`config.mk`:
```
export PLATFORM = sky130hd
export DESIGN_NAME = product_frame_accumulator
export DESIGN_NICKNAME = d
export VERILOG_FILES = /design/src/rtl/product_frame_accumulator_pkg.sv /design/src/rtl/product_frame_accumulator_frame_stat_datapath.sv /design/src/rtl/product_frame_accumulator.sv
export SDC_FILE = /design/constraint.sdc
export NUM_CORES = 1
export LEC_CHECK = 0
export CAP_MARGIN = 20
export CORE_UTILIZATION = 48
export CTS_CLUSTER_SIZE = 10
export DETAILED_ROUTE_END_ITERATION = 7
export PLACE_DENSITY = 0.72
export SLEW_MARGIN = 20
export SYNTH_ARGS = -nofsm -noshare
export SYNTH_HDL_FRONTEND = slang
export SYNTH_HIERARCHICAL = 1
export SYNTH_SLANG_ARGS = --single-unit
```
`constraint.sdc`:
```
create_clock -name clk -period 4.7 [get_ports clk]
set_input_delay 0.47 -clock clk [delete_from_list [all_inputs] [get_ports clk]]
set_output_delay 0.47 -clock clk [all_outputs]
set_load 0.02 [all_outputs]
```
`src/rtl/product_frame_accumulator_pkg.sv`:
```
// rtl/product_frame_accumulator_pkg.sv - shared states, defaults and width helper for the frame accumulator
package product_frame_accumulator_pkg;

  typedef enum logic [1:0] {
    IDLE  = 2'd0,
    ACCUM = 2'd1,
    DONE  = 2'd2
  } state_e;

  localparam int COUNT_DEFAULT = 8;

  // Sum of 2**log2_count unsigned 8-bit products never exceeds this width.
  function automatic int sum_width(input int log2_count);
    return 8 + log2_count;
  endfunction

endpackage

```
`src/rtl/product_frame_accumulator_frame_stat_datapath.sv`:
```
// rtl/product_frame_accumulator_frame_stat_datapath.sv - accumulator, running max and statistics output registers
module frame_stat_datapath
  import product_frame_accumulator_pkg::*;
#(
  parameter int LOG2_COUNT = 3,
  parameter int SUM_W      = sum_width(LOG2_COUNT)
) (
  input  logic             clk,
  input  logic             rst_n,
  input  logic             clear,
  input  logic             load,
  input  logic             accum,
  input  logic             finish,
  input  logic             restart,
  input  logic [7:0]       product,
  output logic [SUM_W-1:0] sum,
  output logic [7:0]       avg,
  output logic [7:0]       max_o
);

  logic [SUM_W-1:0] acc_q, acc_d;
  logic [7:0]       max_r_q, max_r_d;
  logic [SUM_W-1:0] sum_q, sum_d;
  logic [7:0]       avg_q, avg_d;
  logic [7:0]       max_out_q, max_out_d;

  logic [SUM_W-1:0] acc_next;
  logic [7:0]       max_next;

  // Running sum/max including the current product; statistics load from these on the last accept.
  always_comb begin
    acc_next  = acc_q + {{(SUM_W-8){1'b0}}, product};
    max_next  = (product > max_r_q) ? product : max_r_q;

    acc_d     = acc_q;
    max_r_d   = max_r_q;
    sum_d     = sum_q;
    avg_d     = avg_q;
    max_out_d = max_out_q;

    if (clear) begin
      acc_d   = '0;
      max_r_d = '0;
    end else if (restart) begin
      acc_d   = '0;
    end else if (load) begin
      acc_d   = {{(SUM_W-8){1'b0}}, product};
      max_r_d = product;
    end else if (accum) begin
      acc_d   = acc_next;
      max_r_d = max_next;
      if (finish) begin
        sum_d     = acc_next;
        avg_d     = acc_next[SUM_W-1:LOG2_COUNT];
        max_out_d = max_next;
      end
    end
  end

  // Datapath registers; statistics survive clear and only change on frame completion.
  always_ff @(posedge clk or negedge rst_n) begin
    if (!rst_n) begin
      acc_q     <= '0;
      max_r_q   <= '0;
      sum_q     <= '0;
      avg_q     <= '0;
      max_out_q <= '0;
    end else begin
      acc_q     <= acc_d;
      max_r_q   <= max_r_d;
      sum_q     <= sum_d;
      avg_q     <= avg_d;
      max_out_q <= max_out_d;
    end
  end

  assign sum   = sum_q;
  assign avg   = avg_q;
  assign max_o = max_out_q;

endmodule

```
`src/rtl/product_frame_accumulator.sv`:
```
// rtl/product_frame_accumulator.sv - frame FSM and handshake accumulating COUNT products into sum/avg/max
module product_frame_accumulator
  import product_frame_accumulator_pkg::*;
#(
  parameter  int COUNT      = COUNT_DEFAULT,
  localparam int LOG2_COUNT = $clog2(COUNT),
  localparam int SUM_W      = sum_width(LOG2_COUNT)
) (
  input  logic             clk,
  input  logic             rst_n,
  input  logic             clear,
  input  logic             in_valid,
  output logic             in_ready,
  input  logic [7:0]       product,
  output logic             out_valid,
  input  logic             out_ready,
  output logic [SUM_W-1:0] sum,
  output logic [7:0]       avg,
  output logic [7:0]       max,
  output logic             busy
);

  localparam logic [LOG2_COUNT:0] COUNT_ONE  = (LOG2_COUNT+1)'(1);
  localparam logic [LOG2_COUNT:0] COUNT_LAST = (LOG2_COUNT+1)'(COUNT - 1);

  state_e               state_q, state_d;
  logic [LOG2_COUNT:0]  count_q, count_d;
  logic                 out_valid_q, out_valid_d;
  logic                 busy_q, busy_d;
  logic                 ready_en_q, ready_en_d;

  logic accept;
  logic dp_load, dp_accum, dp_finish, dp_restart;

  // ready_en keeps in_ready low until the first edge after reset release.
  assign in_ready = ready_en_q && (state_q != DONE);
  assign accept   = in_valid && in_ready;

  // Next-state, counter and datapath control decode; clear overrides everything.
  always_comb begin
    state_d     = state_q;
    count_d     = count_q;
    out_valid_d = out_valid_q;
    ready_en_d  = 1'b1;
    dp_load     = 1'b0;
    dp_accum    = 1'b0;
    dp_finish   = 1'b0;
    dp_restart  = 1'b0;

    if (clear) begin
      state_d     = IDLE;
      count_d     = '0;
      out_valid_d = 1'b0;
    end else begin
      case (state_q)
        IDLE: begin
          if (accept) begin
            dp_load = 1'b1;
            count_d = COUNT_ONE;
            state_d = ACCUM;
          end
        end
        ACCUM: begin
          if (accept) begin
            dp_accum = 1'b1;
            count_d  = count_q + COUNT_ONE;
            if (count_q == COUNT_LAST) begin
              dp_finish   = 1'b1;
              state_d     = DONE;
              out_valid_d = 1'b1;
            end
          end
        end
        DONE: begin
          if (out_ready) begin
            dp_restart  = 1'b1;
            out_valid_d = 1'b0;
            count_d     = '0;
            state_d     = IDLE;
          end
        end
        default: begin
          state_d     = IDLE;
          count_d     = '0;
          out_valid_d = 1'b0;
        end
      endcase
    end

    busy_d = (state_d != IDLE);
  end

  // Control state registers.
  always_ff @(posedge clk or negedge rst_n) begin
    if (!rst_n) begin
      state_q     <= IDLE;
      count_q     <= '0;
      out_valid_q <= 1'b0;
      busy_q      <= 1'b0;
      ready_en_q  <= 1'b0;
    end else begin
      state_q     <= state_d;
      count_q     <= count_d;
      out_valid_q <= out_valid_d;
      busy_q      <= busy_d;
      ready_en_q  <= ready_en_d;
    end
  end

  frame_stat_datapath #(
    .LOG2_COUNT (LOG2_COUNT),
    .SUM_W      (SUM_W)
  ) u_datapath (
    .clk     (clk),
    .rst_n   (rst_n),
    .clear   (clear),
    .load    (dp_load),
    .accum   (dp_accum),
    .finish  (dp_finish),
    .restart (dp_restart),
    .product (product),
    .sum     (sum),
    .avg     (avg),
    .max_o   (max)
  );

  assign out_valid = out_valid_q;
  assign busy      = busy_q;

endmodule
```
==> results.sh <==
export IMPL_slew_violations=0
export IMPL_final_design_area_no_fill_sq_mm=0.00324
export IMPL_startpoint_type="primary input"
export IMPL_post_synth_inst_count=278
export IMPL_area_growth_pct=17.7
export IMPL_min_period_ns=2.85
export IMPL_place_congestion=0.833
export IMPL_setup_viol=0
export IMPL_syn_num_nets=309
export IMPL_p_per_area_mw_per_mm2=239
export IMPL_peakVddDrop_uv=148
export IMPL_avgSynthCellArea_sq_um=9.91
export IMPL_clock_latency_ns=0.30
export IMPL_crit_family="simple AND/OR/NAND/NOR gates"
export IMPL_post_cts_buffers=0
export IMPL_overflow=0
export IMPL_coreArea_sq_mm=0.00551
export IMPL_synth_area_leaders="dfrtp_1 43%, ha_1 7.7%, nand2_1 4.1%"
export IMPL_grt_pass1_vias=2037
export IMPL_cp_data_arrival_time_ns=3.05
export IMPL_grtUsageTotal_pct=19.4
export IMPL_grt_pass1_wl_um=9170
export IMPL_synthSimpleGateAreaFrac_pct=14.2
export IMPL_start_util_pct=50.0
export IMPL_yosys_area_top_type="dfrtp_1"
export IMPL_regToRegSetupSlack_ns=2.19
export IMPL_clock_skew_ns=0.0151
export IMPL_place_area_sq_mm=0.00315
export IMPL_layout_worst_path_cycle_share_pct=60.6
export IMPL_vias_per_cell=5.43
export IMPL_synth_xor_area_share_pct=3.50
export IMPL_drt_antenna_violating_nets=0
export IMPL_p_total_w=0.000774
export IMPL_cts_made_buffers=5
export IMPL_io_buffers=42
export IMPL_slowest_delay_ns=0.62
export IMPL_htreeDepth=2
export IMPL_ys_seq_area_share_pct=42.7
export IMPL_io_pins=43
export IMPL_diodes=0
export IMPL_synth_top_cell_area_share_pct=42.7
export IMPL_clkTransAtPathRegs_ns=0.09
export IMPL_max_clock_path_buffers=2
export IMPL_die_area_sq_mm=0.00605
export IMPL_muxShareOfSynthArea_pct=4.72
export IMPL_synth_edf_count=0
export IMPL_drive_gt1_share_pct=7.64
export IMPL_whs_ns=0.161
export IMPL_wl_per_cell_um=13.7
export IMPL_ctsHoldBuffers=0
export IMPL_crit_fanout=36
export IMPL_route_detailed_drc=0
export IMPL_cp_num_buf_inv=1
export IMPL_hold_viol=0
export IMPL_grt_max_degree=48
export IMPL_fin_nets=344
export IMPL_synth_top_family_by_area="compound AO/OA/AOI/OAI gates"
export IMPL_cp_required_ns=4.90
export IMPL_root_buffer="clkbuf_8"
export IMPL_antenna_found_initial=0
export IMPL_cellLeakagePower_nw=1.46
export IMPL_tightest_slew_ns=0.691
export IMPL_synth_flop_cell="dfrtp_1"
export IMPL_path_cells="clkdlybuf4s50_1 -> or3b_4 -> nor2_1 -> nor2_1 -> or3_4 -> nor2_2 -> nand2_4 -> mux2_4"
export IMPL_final_util_pct=58.9
export IMPL_path_class="in -> reg"
export IMPL_setup_tns_ns=0
export IMPL_ys_ff_latch=47
export IMPL_drv_cap=0
export IMPL_final_cell_mix="47 x dfrtp_1, 41 x clkdlybuf4s50_1, 30 x nand2_1"
export IMPL_num_vias=2097
export IMPL_yosysWarnings=6
export IMPL_synth_distinct_cells=51
export IMPL_max_freq_mhz=351
export IMPL_firstDrtPassIters=4
export IMPL_die_w_um=77.8
export IMPL_grt_setup_unrepaired="no"
export IMPL_cts_tree="built"
export IMPL_drt_iter0_markers=106
export IMPL_routed_wl_um=5310
export IMPL_slew_headroom_pct=53.9
export IMPL_crit_path_end_kind="register"
export IMPL_die_h_um=77.8
export IMPL_status="finished clean"
export IMPL_cpMaxStageDelayCell="clkdlybuf4s50_1"
export IMPL_post_cts_resize_count=0
export IMPL_layout_commonest_cell="dfrtp_1"
export IMPL_hpwl_um=4010
export IMPL_hp_class="in -> async"
export IMPL_synthAdderAreaFrac_pct=8.45
export IMPL_synth_compound_area_share_pct=19.4
export IMPL_netlist_area_sq_mm=0.00276
export IMPL_cts_sinks=47
export IMPL_num_rows=27
export IMPL_cp_common_cell="nor2_1"
export IMPL_ys_async_sr_fraction_pct=100
## area by class of cell
| type | count | area, sq um |
|---|---|---|
| clock buffer | 6 | 72.6 |
| clock inverter | 2 | 12.5 |
| fill | 469 | 2260 |
| inverter | 17 | 63.8 |
| multi-input combinational | 198 | 1400 |
| sequential | 47 | 1180 |
| tap | 72 | 90.1 |
| timing repair buffer | 44 | 433 |
## stage by stage
stage               instances  worst slack, ns
CTS                       385             1.82
global route              386             1.64
floorplan                 278             2.34
detailed placement        377             1.49
finish                    386             1.85
global placement          377             1.59
## cells by family after synthesis
family,count (synthesis)
AO/OA/AOI/OAI,79
XOR/XNOR,11
adder cells (fa/ha/maj),18
buffers and inverters,33
flip-flops,47
multiplexers,12
other,1
AND/OR/NAND/NOR,77
## worst paths after layout
kind                                     startpoint                  end  cells past startpoint
worst min-delay path                          rst_n  u_datapath/max_o[1]                      1
max in group asynchronous                     rst_n  u_datapath/acc_q[1]                      1
worst min register to register  u_datapath/max_o[7]  u_datapath/max_o[7]                      2
worst max register to register           state_q[1]    u_datapath/sum[1]                      7
min in group clk                u_datapath/max_o[7]  u_datapath/max_o[7]                      2
worst max-delay path                          clear    u_datapath/sum[1]                      8
## metal layers
metal	routed length (um)	GRT usage (%)
met5	0	0
met4	46	6.60
met3	240	3.76
met2	2590	33.5
met1	2440	24.0
## registers in the layout (all words and copies together), names as in the netlist
name                flops
count_q                 4
u_datapath/sum         11
state_q                 2
u_datapath/acc_q       11
u_datapath/max_o        8
out_valid               1
u_datapath/max_r_q      8
ready_en_q              1
busy                    1
## power breakdown
| part | switching (W) | leakage, nW | internal [W] |
|---|---|---|---|
| clock network | 0.000132 | 0.0412 | 0.000104 |
| registers | 0.00000693 | 0.649 | 0.000412 |
| logic | 0.0000698 | 0.766 | 0.0000490 |
## cells in the mapped netlist, drive strengths merged (2+ instances only)
master,n
nor4,5
ha,17
xnor2,5
or3,2
nor3,3
a211o,3
o211ai,4
and3,3
a22o,8
o21a,4
nand2,31
a32oi,4
nor2,19
o21ai,30
a211oi,2
a221oi,2
a22oi,2
or3b,2
mux2i,10
nor3b,3
a21o,3
a21oi,12
inv,17
nand3,3
mux2,2
xor2,6
buf,15
nor2b,2
dfrtp,47
Note: power is estimated with default switching activity, not from simulation.
